File: src/rtl/instruction_fetch.sv
// Fetch stage: holds the PC, issues one req/ack instruction-memory access per fetch phase,
// and registers inst/curr_pc_fd/next_pc_fd for decode. Optional macro FETCH_TIMEOUT_EN adds an ack timeout.
module instruction_fetch #(
  parameter int               XLEN         = 32,
  parameter logic [XLEN-1:0]  RESET_VECTOR = '0,
  parameter logic [31:0]      NOP_INST     = 32'h0000_0013,
  parameter int               TIMEOUT_CYC  = 64
) (
  input  logic            clk,
  input  logic            rst,
  input  logic            phase_fetch,
  input  logic            jump_valid,
  input  logic [XLEN-1:0] jump_pc,
  output logic            imem_req,
  output logic [XLEN-1:0] imem_addr,
  input  logic [31:0]     imem_rdata,
  input  logic            imem_ack,
  output logic [31:0]     inst,
  output logic [XLEN-1:0] curr_pc_fd,
  output logic [XLEN-1:0] next_pc_fd,
  output logic            fetch_done,
  output logic            stall_fetch,
`ifdef FETCH_TIMEOUT_EN
  output logic            fetch_timeout,
`endif
  output logic            misalign_err
);

  localparam logic [1:0] ST_IDLE  = 2'd0;
  localparam logic [1:0] ST_BUSY  = 2'd1;
  localparam logic [1:0] ST_FLUSH = 2'd2;

  localparam logic [XLEN-1:0] PC_STEP = XLEN'(4);

  logic [1:0]      state;
  logic [XLEN-1:0] pc;
  logic [XLEN-1:0] fetch_pc;

`ifdef FETCH_TIMEOUT_EN
  localparam logic [7:0] WAIT_LAST = 8'(TIMEOUT_CYC - 1);
  logic [7:0] wait_cnt;
`endif

  // A redirect arriving with the fetch pulse wins over the held PC.
  assign fetch_pc    = jump_valid ? jump_pc : pc;
  assign stall_fetch = (state != ST_IDLE);

  always_ff @(posedge clk) begin
    if (rst) begin
      state        <= ST_IDLE;
      pc           <= RESET_VECTOR;
      imem_req     <= 1'b0;
      imem_addr    <= RESET_VECTOR;
      inst         <= NOP_INST;
      curr_pc_fd   <= RESET_VECTOR;
      next_pc_fd   <= RESET_VECTOR + PC_STEP;
      fetch_done   <= 1'b0;
      misalign_err <= 1'b0;
`ifdef FETCH_TIMEOUT_EN
      wait_cnt      <= '0;
      fetch_timeout <= 1'b0;
`endif
    end else begin
      // NOTE: pulse outputs default low each cycle; branches below only raise them,
      // and all state uses non-blocking assignment so every branch sees pre-edge values.
      fetch_done   <= 1'b0;
      misalign_err <= 1'b0;
`ifdef FETCH_TIMEOUT_EN
      fetch_timeout <= 1'b0;
`endif
      case (state)
        ST_IDLE: begin
          if (jump_valid) pc <= jump_pc;
          if (phase_fetch) begin
            if (fetch_pc[1:0] != 2'b00) begin
              inst         <= NOP_INST;
              curr_pc_fd   <= fetch_pc;
              next_pc_fd   <= fetch_pc + PC_STEP;
              misalign_err <= 1'b1;
              fetch_done   <= 1'b1;
            end else begin
              imem_req  <= 1'b1;
              imem_addr <= fetch_pc;
              state     <= ST_BUSY;
`ifdef FETCH_TIMEOUT_EN
              wait_cnt  <= '0;
`endif
            end
          end
        end

        ST_BUSY: begin
          if (imem_ack) begin
            imem_req <= 1'b0;
            state    <= ST_IDLE;
            if (jump_valid) begin
              inst <= NOP_INST;
              pc   <= jump_pc;
            end else begin
              inst       <= imem_rdata;
              curr_pc_fd <= imem_addr;
              next_pc_fd <= imem_addr + PC_STEP;
              pc         <= imem_addr + PC_STEP;
              fetch_done <= 1'b1;
            end
          end else if (jump_valid) begin
            // Memory still owes us a word; keep req up and drop it in FLUSH.
            pc    <= jump_pc;
            state <= ST_FLUSH;
`ifdef FETCH_TIMEOUT_EN
            wait_cnt <= '0;
          end else if (wait_cnt == WAIT_LAST) begin
            imem_req      <= 1'b0;
            inst          <= NOP_INST;
            fetch_timeout <= 1'b1;
            state         <= ST_IDLE;
          end else begin
            wait_cnt <= wait_cnt + 8'd1;
`endif
          end
        end

        ST_FLUSH: begin
          if (jump_valid) pc <= jump_pc;
          if (imem_ack) begin
            imem_req <= 1'b0;
            state    <= ST_IDLE;
`ifdef FETCH_TIMEOUT_EN
          end else if (wait_cnt == WAIT_LAST) begin
            imem_req      <= 1'b0;
            inst          <= NOP_INST;
            fetch_timeout <= 1'b1;
            state         <= ST_IDLE;
          end else begin
            wait_cnt <= wait_cnt + 8'd1;
`endif
          end
        end

        default: begin
          imem_req <= 1'b0;
          state    <= ST_IDLE;
        end
      endcase
    end
  end

endmodule

File: config.mk
export PLATFORM = sky130hd
export DESIGN_NAME = instruction_fetch
export DESIGN_NICKNAME = d
export VERILOG_FILES = /design/src/rtl/instruction_fetch.sv
export SDC_FILE = /design/constraint.sdc
export NUM_CORES = 1
export LEC_CHECK = 0
export CELL_PAD_IN_SITES_DETAIL_PLACEMENT = 0
export CELL_PAD_IN_SITES_GLOBAL_PLACEMENT = 1
export CORE_ASPECT_RATIO = 1.75
export CORE_UTILIZATION = 39
export CTS_CLUSTER_SIZE = 20
export DETAILED_ROUTE_END_ITERATION = 16
export PLACE_DENSITY = 0.89
export SYNTH_ARGS = -nofsm -noshare
export SYNTH_HDL_FRONTEND = slang
export SYNTH_SLANG_ARGS = --single-unit
File: constraint.sdc
create_clock -name clk -period 5.7 [get_ports clk]
set_clock_uncertainty 0.2 [all_clocks]
set_input_delay 1.14 -clock clk [delete_from_list [all_inputs] [get_ports clk]]
set_output_delay 1.14 -clock clk [all_outputs]
set_load 0.05 [all_outputs]
Word level (Yosys, flattened, before mapping)
Cells that the tools add are included.
{ "totals": {"reg_bits": 165, "wordCells": 70, "input_bits": 69} }
{ "classes": {"n_addsub": 2, "eq_ne": 10, "bitwise": 2, "n_mux": 34, "reduce_logical": 13} }
{ "op_table": {"columns": ["operator", "n"], "rows": [
  ["32-bit two-way mux", 15],
  ["32-bit case mux with 2 select lines", 4],
  ["32-bit by 3-bit adder with 32-bit output, second input constant", 2],
  ["2-bit inequality test, second input constant", 6],
  ["2-bit two-way mux", 5],
  ["4-bit AND reduction", 2],
  ["2-bit nonzero test", 4],
  ["1-bit two-way mux", 7],
  ["2-bit case mux with 3 select lines", 1],
  ["3-bit AND reduction", 2],
  ["2-bit OR reduction", 3],
  ["5-bit AND reduction", 1],
  ["1-bit case mux with 2 select lines", 2],
  ["3-bit inequality test, second input constant", 1],
  ["2-bit by 1-bit equality test with 1-bit output, second input constant", 1],
  ["2-bit equality test, second input constant", 1],
  ["2-bit logical NOT", 1],
  ["2-bit by 1-bit inequality test with 1-bit output, second input constant", 1],
  ["1-bit inverter", 2]
]} }

Longest topological paths before layout
Gate-level depths: netlist of the first run.
{ "logic_depth": {"word_depth": 5, "ltp_mapped": 14} }

Worst setup path after synthesis of the first run
No wires, ideal clock.
{ "synth_path": {"path_type": "input -> register", "start": "input jump_valid", "end": "register next_pc_fd[28]", "path_slack_ns": 1.620, "setup_time_ns": 0.137, "stages": 14, "path_buffers": 5, "t_arrival_ns": 3.743, "cell_sequence": "buf_6 buf_4 buf_2 buf_4 buf_2 mux2i_1 inv_1 ha_1 inv_1 a211oi_2 nand4_1 and4bb_2 xor2_1 a211oi_1"} }
{ "synth_via": {"elab_chain_cells": 5, "elab_cells_between_ends": 9} }
{ "synth_rtl": {"columns": ["element", "line", "rtl"], "rows": [
  ["from (decl)", "12", "input logic jump_valid,"],
  ["32-bit two-way mux", null, null],
  ["net fetch_pc[2]", "37", "logic [XLEN-1:0] fetch_pc;"],
  ["32-bit by 3-bit adder with 32-bit output", "78", "next_pc_fd <= fetch_pc + PC_STEP;"],
  ["32-bit two-way mux", "75", "if (fetch_pc[1:0] != 2'b00) begin"],
  ["32-bit two-way mux", "74", "if (phase_fetch) begin"],
  ["32-bit case mux with 2 select lines", "71", "case (state)"],
  ["to (signal assigned)", "56", "next_pc_fd <= RESET_VECTOR + PC_STEP;"],
  ["to (signal assigned)", "78", null],
  ["to (signal assigned)", "102", "next_pc_fd <= imem_addr + PC_STEP;"],
  ["to (decl)", "20", "output logic [XLEN-1:0] next_pc_fd,"]
]} }
The timed path passes the listed nets, and every way through them passes these cells. The select of a mux whose other input is x is not followed.
A chain may end at the register's enable or synchronous reset.

Worst setup path in the final report of the first run
{ "layout_path": {"start": "input jump_valid", "end": "register next_pc_fd[26]"} }
{ "layout_via": {"elab_chain_cells": 5, "elab_cells_between_ends": 9} }
{ "layout_rtl": {"columns": ["element", "line"], "rows": [
  ["32-bit two-way mux", null],
  ["32-bit by 3-bit adder with 32-bit output", "78"],
  ["32-bit two-way mux", "75"],
  ["32-bit two-way mux", "74"],
  ["32-bit case mux with 2 select lines", "71"]
]} }
Parallel ways exist; a longest one is shown, timed or not. The select of a mux whose other input is x is not followed.

==> metrics.cfg, run 1 <==
[yosys]
ys_seq_area_share_pct = 39.0
yosys.area_share.simple_pct = 23.1
yosys-top-cells-area = dfxtp_1, nand2_1, a21oi_1
synth_top_area_share_pct = 39.0
synth_most_common_cell = nand2_1
synth_edf_count = 0
yosys.area.top_type = dfxtp_1
synthAdderAreaFrac_pct = 0.898
ys_types = 64
syn-num-nets = 1142
async_reset_ff_share_pct = 0
syn_area_um2 = 8360
ys_ff_latch = 163
muxShareOfSynthArea_pct = 4.20
postSynthAreaPerCell_um2 = 7.84
ys.flop_type = dfxtp_1
yosys_warnings = 0
synth-compound-area-share_pct = 21.8
synth_top_family_by_area = simple AND/OR/NAND/NOR gates
yosys-top-cells-count = nand2_1, dfxtp_1, a21oi_1
synthCells = 1067
synth_xor_xnor_area_share_pct = 5.24

[run_status]
outcome = finished clean

[clocking]
clockBufferDepth = 2
postCtsSetupBuffers = 0
tritoncts = done
numCtsBuffers = 17
cts_hold_buffers = 0
cts-root-buf = clkbuf_16
cts_sinks = 163
cts.htree.levels = 4
cts-resized-gates = 0
clk_latency_ns = 0.44
cts.clk_slew.worst_paths_ns = 0.06

[die]
core_um2 = 20900
die_h_um = 196
std_cell_rows = 70
io_pins = 201
initial_core_util_pct = 40.0
dieArea_um2 = 22100
die_w_um = 113

[sta]
max_freq_ghz = 0.260
hold_viol_final = 0
slew_violations = 0
min_period_ns = 3.84
setup_viol = 0
rsz0062_at_grt = no
post-route-period-util_pct = 67.4
final.setup.tns_ns = 0
worst_slew_pin_slew_ns = 0.990
slew_headroom_pct = 34.0

[worst_hold_path]
hp-class = register to register
holdPathStages = 2
hold_start = curr_pc_fd[5]
min_to = curr_pc_fd[5]

[critical_path]
crit_path_start_kind = primary input
r2r_slack_ns = 2.38
critPathKind = primary input to register
r2r_cells = 10
cp_max_fo = 52
crit_arrival_ns = 3.91
worst_r2r_endpoint = state[1]
worstSetupEndpointType = register
crit_required_ns = 5.77
reg2reg_from = state[1]

[routing]
wl_um = 29600
first_pass_iters = 8
viasPerCell = 5.73
ant_nets = 0
vias = 8474
drc_errors = 0
drt_iter0_drc = 756
post_drt_wl_per_cell_um = 20.0

[finish]
nets = 1290
area_delta_synth_final_pct = 32.8
drive_gt1_share_pct = 5.95
stdcell_area_um2 = 11100

[power_and_ir_drop]
ir_drop_mv = 0.221
power_density_nw_per_um2 = 321
power.total_w = 0.00356
p_leak_nw = 3.89

[grt]
grt_max_degree = 89
grt_pass1_vias = 8115
gr-usage-all-layers_pct = 27.1
grt_pass1_wl_um = 45100
grt-ovfl-total = 0
antenna_found_initial = 1

[job]
drv_cap = 0

[place]
gp_congestion = 0.984
numPortBuffers = 200
hpwl_um = 21000
placed_area_um2 = 10400

how the worst max path moves through the flow:
stage,from,to,cells past startpoint
finish,jump_valid,next_pc_fd[26],8
global route,jump_valid,next_pc_fd[26],8
CTS,jump_valid,next_pc_fd[26],8
detailed placement,jump_valid,next_pc_fd[26],8
global placement,jump_valid,next_pc_fd[31],8
floorplan,jump_valid,next_pc_fd[28],14
power by group:
part	switching, W	internal [W]	leakage [nW]
Combinational	0.000618	0.000297	2.23
Clock	0.000481	0.000852	0.329
Sequential	0.0000865	0.00123	1.33
Total	0.00119	0.00238	3.89
sequential cells by signal, indices dropped and copies added, names as in the netlist:
| signal | cells |
|---|---|
| curr_pc_fd | 32 |
| imem_addr | 32 |
| inst | 32 |
| pc | 32 |
| next_pc_fd | 30 |
| state | 2 |
| fetch_done | 1 |
| imem_req | 1 |
| misalign_err | 1 |
layer usage:
| metal | wire (um) | track usage, % | part of all wire (%) |
|---|---|---|---|
| met1 | 10900 | 28.1 | 37 |
| met2 | 15200 | 48.1 | 51 |
| met3 | 1390 | 4.48 | 4.7 |
| met4 | 2140 | 20.9 | 7.2 |
| met5 | 0 | 0 | 0 |
critical path, cell delays in order:
cell and delay (ns):
buf_4 0.47, buf_4 0.49, mux2i_1 0.29, a2111oi_2 0.43
nand4_1 0.38, nor4b_2 0.41, xor2_1 0.18, o22ai_1 0.10
final cells by class:
| type | count | area [um^2] |
|---|---|---|
| antenna | 1 | 2.50 |
| clock buffer | 21 | 470 |
| clock inverter | 10 | 203 |
| fill | 1999 | 9820 |
| inverter | 26 | 97.6 |
| multi-input combinational | 791 | 4630 |
| sequential | 163 | 3260 |
| tap | 252 | 315 |
| timing repair buffer | 216 | 2130 |
metrics by stage:
step	util, %	instances	worst slack [ns]	hold slack [ns]
after floorplan	-	1067	1.62	0.263
after global placement	49.8	1448	1.61	0.236
after detailed placement	49.8	1448	1.50	0.243
after CTS	53.1	1479	1.96	0.252
after global routing	53.1	1480	1.67	0.268
final	53.1	1480	1.86	0.248
cell usage in the layout (no fill, tap or decap), types with 7 or more instances in the layout:
cell / netlist / layout
nand2b_1: 7 / 7
buf_4: 5 / 17
xnor2_1: 13 / 13
o21ai_0: 59 / 59
o221a_2: 8 / 8
xor2_1: 37 / 37
nand4_1: 12 / 12
clkdlybuf4s50_1: 0 / 198
inv_1: 24 / 24
nor4_1: 10 / 10
mux2i_1: 34 / 34
clkbuf_16: 0 / 17
a22oi_1: 9 / 9
a211oi_1: 42 / 42
a21oi_1: 104 / 104
nand2_1: 174 / 174
a222oi_1: 10 / 10
a221oi_1: 12 / 12
nand3b_1: 10 / 10
dfxtp_1: 163 / 163
nand3_1: 53 / 53
nor3_1: 20 / 20
nor2_1: 96 / 94
cells by family after synthesis:
logic type               count (synthesis)
buffers and inverters                  113
AO/OA/AOI/OAI                          283
adder cells (fa/ha/maj)                  6
multiplexers                            35
flip-flops                             163
AND/OR/NAND/NOR                        417
XOR/XNOR                                50
Note: power is estimated with default switching activity, not from simulation.
==> run 2: changes to the inputs <==
--- a/config.mk
+++ b/config.mk
@@ -8,10 +8,10 @@
 export CELL_PAD_IN_SITES_DETAIL_PLACEMENT = 0
 export CELL_PAD_IN_SITES_GLOBAL_PLACEMENT = 1
 export CORE_ASPECT_RATIO = 1.75
-export CORE_UTILIZATION = 39
+export CORE_UTILIZATION = 36
 export CTS_CLUSTER_SIZE = 20
 export DETAILED_ROUTE_END_ITERATION = 16
-export PLACE_DENSITY = 0.89
+export PLACE_DENSITY = 0.83
 export SYNTH_ARGS = -nofsm -noshare
 export SYNTH_HDL_FRONTEND = slang
 export SYNTH_SLANG_ARGS = --single-unit
==> constraint.sdc (replaced) <==
create_clock -name clk -period 4 [get_ports clk]
set_clock_uncertainty 0.2 [all_clocks]
set_input_delay 0.8 -clock clk [delete_from_list [all_inputs] [get_ports clk]]
set_output_delay 0.8 -clock clk [all_outputs]
set_load 0.05 [all_outputs]
==> run 2 against run 1 <==
Net effect:
- non-clock buffer count is 21 higher
- wire length up 3.9%
- design area rose by 1.3%
- register-to-register slack lost 1.4 ns
- largest power group is now sequential cells
==> metrics.cfg, run 2 (synthesis results as in run 1) <==
[clocking]
numCtsBuffers = 17
cts_sinks = 163
cts.clk_slew.worst_paths_ns = 0.06
cts-resized-gates = 0
clockBufferDepth = 2
cts_hold_buffers = 0
cts.htree.levels = 4
postCtsSetupBuffers = 0
clk_latency_ns = 0.44
cts-root-buf = clkbuf_16
tritoncts = done

[critical_path]
cp_max_fo = 6
r2r_slack_ns = 0.96
crit_path_start_kind = primary input
worst_r2r_endpoint = state[1]
crit_required_ns = 4.07
critPathKind = primary input to register
worstSetupEndpointType = register
reg2reg_from = state[0]
r2r_cells = 8
crit_arrival_ns = 3.27

[grt]
antenna_found_initial = 1
gr-usage-all-layers_pct = 26.7
grt_pass1_wl_um = 46800
grt-ovfl-total = 0
grt_pass1_vias = 8292
grt_max_degree = 86

[sta]
min_period_ns = 3.21
slew_violations = 0
whs_ns = 0.249
worst_slew_pin_slew_ns = 0.983
final.setup.tns_ns = 0
post-route-period-util_pct = 80.2
hold_viol_final = 0
setup_viol = 0
slew_headroom_pct = 34.5
max_freq_ghz = 0.312
rsz0062_at_grt = no

[die]
dieArea_um2 = 23900
die_w_um = 117
std_cell_rows = 73
core_um2 = 22700
io_pins = 201
die_h_um = 204
initial_core_util_pct = 36.8

[worst_hold_path]
hold_start = curr_pc_fd[9]
hp-class = register to register
holdPathStages = 2
min_to = curr_pc_fd[9]

[routing]
top_layer_used = met4
ant_nets = 0
route.met3.wl_um = 1210
wl_um = 30700
drt_iter0_drc = 604
wl_met1_um = 11000
post_drt_wl_per_cell_um = 19.9
dr_wl_met2_um = 16100
viasPerCell = 5.48
drc_errors = 0
first_pass_iters = 5
vias = 8481

[finish]
area_delta_synth_final_pct = 34.6
final_cell_mix = clkdlybuf4s50_1, nand2_1, dfxtp_1, a21oi_1, nor2_1
mostFrequentLayoutCell = clkdlybuf4s50_1
nets = 1311
drive_gt1_share_pct = 7.38

[place]
numPortBuffers = 200
gp_congestion = 0.910
hpwl_um = 22900

[power_and_ir_drop]
power_density_nw_per_um2 = 439
power.total_w = 0.00495
p_leak_nw = 3.96
ir_drop_mv = 0.251

[run_status]
outcome = finished clean

[job]
drv_cap = 0

==> run 2: cell count changes in the layout (fill, tap and decap cells not counted), sizes merged <==
| cell | delta |
|---|---|
| buf | +21 |
| clkinv | +1 |
| bufinv | -2 |
==> run 2: worst max-delay path by stage <==
stage / endpoint / slack [ns] / depth (start not counted) / startpoint
2_1_floorplan: next_pc_fd[28] / 0.26 / 14 / jump_valid
3_3_place_gp: next_pc_fd[28] / 0.42 / 10 / jump_pc[2]
3_5_place_dp: next_pc_fd[26] / 0.35 / 10 / jump_pc[2]
4_1_cts: stall_fetch / 0.77 / 4 / state[0]
5_1_grt: next_pc_fd[26] / 0.57 / 10 / jump_pc[2]
6_report: next_pc_fd[26] / 0.79 / 10 / jump_pc[2]
==> run 2: layout make-up <==
cell class	count	area, um^2
Sequential cell	163	3260
Inverter	26	97.6
Tap cell	300	375
Multi-Input combinational cell	791	4630
Clock inverter	9	155
Antenna cell	1	2.50
Timing Repair Buffer	237	2270
Fill cell	2228	11500
Clock buffer	21	460
==> run 2: through the flow <==
| stage | worst slack [ns] | utilization (%) | cell area (um^2) | instances |
|---|---|---|---|---|
| after detailed placement | 0.350 | 46.8 | 10600 | 1517 |
| after global placement | 0.416 | 46.8 | 10600 | 1517 |
| after global routing | 0.573 | 49.5 | 11300 | 1548 |
| after CTS | 0.772 | 49.5 | 11300 | 1547 |
| after floorplan | 0.260 | - | 8360 | 1067 |
| final | 0.794 | 49.5 | 11300 | 1548 |
==> run 2: metal layers <==
layer,track usage [%],up-vias
li1,-,4126
met5,0,-
met2,47.6,274
met3,4.61,80
met4,20.8,0
met1,26.7,4001
==> run 2: worst max-delay path: stages <==
cell             delay, ns
clkdlybuf4s50_1       0.50
mux2i_1               0.12
inv_1                 0.09
ha_1                  0.14
inv_1                 0.07
a211oi_2              0.46
nand4_1               0.42
nor4b_2               0.39
xor2_1                0.18
o22ai_1               0.10
==> run 2: power by group <==
group / internal (W) / switching [W]
sequential: 0.00175 / 0.000119
combinational: 0.000441 / 0.000895
clock: 0.00107 / 0.000674
==> run 3: changes to the inputs <==
--- a/config.mk
+++ b/config.mk
@@ -8,10 +8,10 @@
 export CELL_PAD_IN_SITES_DETAIL_PLACEMENT = 0
 export CELL_PAD_IN_SITES_GLOBAL_PLACEMENT = 1
 export CORE_ASPECT_RATIO = 1.75
-export CORE_UTILIZATION = 36
+export CORE_UTILIZATION = 33
 export CTS_CLUSTER_SIZE = 20
 export DETAILED_ROUTE_END_ITERATION = 16
-export PLACE_DENSITY = 0.83
+export PLACE_DENSITY = 0.8
 export SYNTH_ARGS = -nofsm -noshare
 export SYNTH_HDL_FRONTEND = slang
 export SYNTH_SLANG_ARGS = --single-unit
==> constraint.sdc (replaced) <==
create_clock -name clk -period 2.9 [get_ports clk]
set_clock_uncertainty 0.2 [all_clocks]
set_input_delay 0.58 -clock clk [delete_from_list [all_inputs] [get_ports clk]]
set_output_delay 0.58 -clock clk [all_outputs]
set_load 0.05 [all_outputs]
==> run 3 against run 2 <==
Net effect:
- global-route usage fell by 2.3 points
- clock-buffer cell count grew 2
- worst setup slack got worse by 0.59 ns
- flip-flop and latch count is the same
==> metrics.cfg, run 3 (synthesis results as in run 1) <==
[run_status]
outcome = finished clean

[finish]
multi_input_area_um2 = 4640
n_fill_cell = 2433
mostFrequentLayoutCell = clkdlybuf4s50_1
final_cell_mix = clkdlybuf4s50_1, nand2_1, dfxtp_1, a21oi_1, buf_4
drive_gt1_share_pct = 12.5
nets = 1380
seqCellArea_um2 = 3260
postLayoutCoreUtil_pct = 48.1
antenna_cells = 0
area_delta_synth_final_pct = 42.3
final_cells = 1629

[clocking]
tritoncts = done
postCtsSetupBuffers = 0
cts_hold_buffers = 0
cts.htree.levels = 4
cts_sinks = 163
cts.clk_slew.worst_paths_ns = 0.07
cts-resized-gates = 0
clk_latency_ns = 0.44
numCtsBuffers = 17
cts-root-buf = clkbuf_16
clockBufferDepth = 2

[place]
hpwl_um = 23500
place_inst = 1598
gp_congestion = 0.926
numPortBuffers = 200

[die]
die_h_um = 213
core_um2 = 24700
die_w_um = 122
dieArea_um2 = 26000
initial_core_util_pct = 33.8
std_cell_rows = 76
io_pins = 201

[sta]
min_period_ns = 2.70
setup_viol = 0
worst_slew_pin_slew_ns = 0.677
hold_viol_final = 0
rsz0062_at_grt = no
slew_headroom_pct = 54.9
slew_violations = 0
post-route-period-util_pct = 93.0
max_freq_ghz = 0.371
whs_ns = 0.248

[grt]
grt-ovfl-total = 0
grt_pass1_vias = 8270
antenna_found_initial = 0
grt_max_degree = 141
gr-usage-all-layers_pct = 24.5
grt_pass1_wl_um = 47000

[job]
drv_cap = 0

[routing]
viasPerCell = 5.37
first_pass_iters = 6
drc_errors = 0
vias = 8753
post_drt_wl_per_cell_um = 19.3
ant_nets = 0
drt_iter0_drc = 599
wl_um = 31400

[power_and_ir_drop]
ir_drop_mv = 0.425
p_leak_nw = 4.32
power_density_nw_per_um2 = 576

[critical_path]
critPathKind = register to register
worstSetupEndpointType = register
cp_max_fo = 8
crit_path_start_kind = register
crit_arrival_ns = 2.86
crit_required_ns = 3.06

[worst_hold_path]
hp-class = register to register

[run 3: cell count changes in the layout (fill, tap and decap cells not counted), sizes merged]
cell           change
buf               +70
clkdlybuf4s50      -1
bufinv             -2
clkbuf             +2
clkinvlp           +1
diode              -1
[run 3: metrics by stage]
stage / total power, W / instance area [um^2] / setup WS (ns) / setup TNS [ns]
after floorplan: 0.00376 / 8430 / -0.222 / -0.681
after global placement: 0.00462 / 11300 / -0.0849 / -0.192
after detailed placement: 0.00463 / 11300 / -0.122 / -0.549
after CTS: 0.00691 / 11900 / 0.199 / 0
after global routing: 0.00714 / 11900 / 0.00673 / 0
final: 0.00686 / 11900 / 0.203 / 0
[run 3: final cells by class]
| class | count | area share [%] |
|---|---|---|
| clock inverters | 8 | 0.862 |
| flip-flops and latches | 163 | 27.4 |
| multi-input cells | 791 | 39.0 |
| repair buffers | 306 | 24.6 |
| well taps | 312 | 3.28 |
| inverters | 26 | 0.820 |
| clock buffers | 23 | 4.02 |
[run 3: layer usage]
layer / share of wire [%] / vias to the layer above / GRT usage (%)
met1: 36 / 4125 / 25.3
met2: 53 / 294 / 44.4
li1: - / 4260 / -
met5: 0 / - / 0
met3: 4.5 / 74 / 4.27
met4: 6.3 / 0 / 15.9
[run 3: worst paths after layout]
check,start,endpoint,slack (ns),depth (start not counted)
worst min-delay path,inst[12],inst[12],0.25,2
worst max-delay path,imem_addr[3],next_pc_fd[28],0.20,7
worst max register to register,imem_addr[3],next_pc_fd[28],0.20,7
worst min register to register,inst[12],inst[12],0.25,2
[run 3: power by group]
group          leakage [nW]  total, W  switching [W]  internal, W
sequential             1.33   0.00256       0.000153      0.00241
combinational          2.71   0.00202        0.00128     0.000739
clock                 0.279   0.00227       0.000943      0.00133
[run 3: critical path, stage by stage (launching register included)]
cell	delay, ns
dfxtp_1	0.45
ha_1	0.25
nand2_1	0.08
or3_1	0.54
nor4_1	0.38
xor2_1	0.41
nor2_1	0.09
a211oi_1	0.22
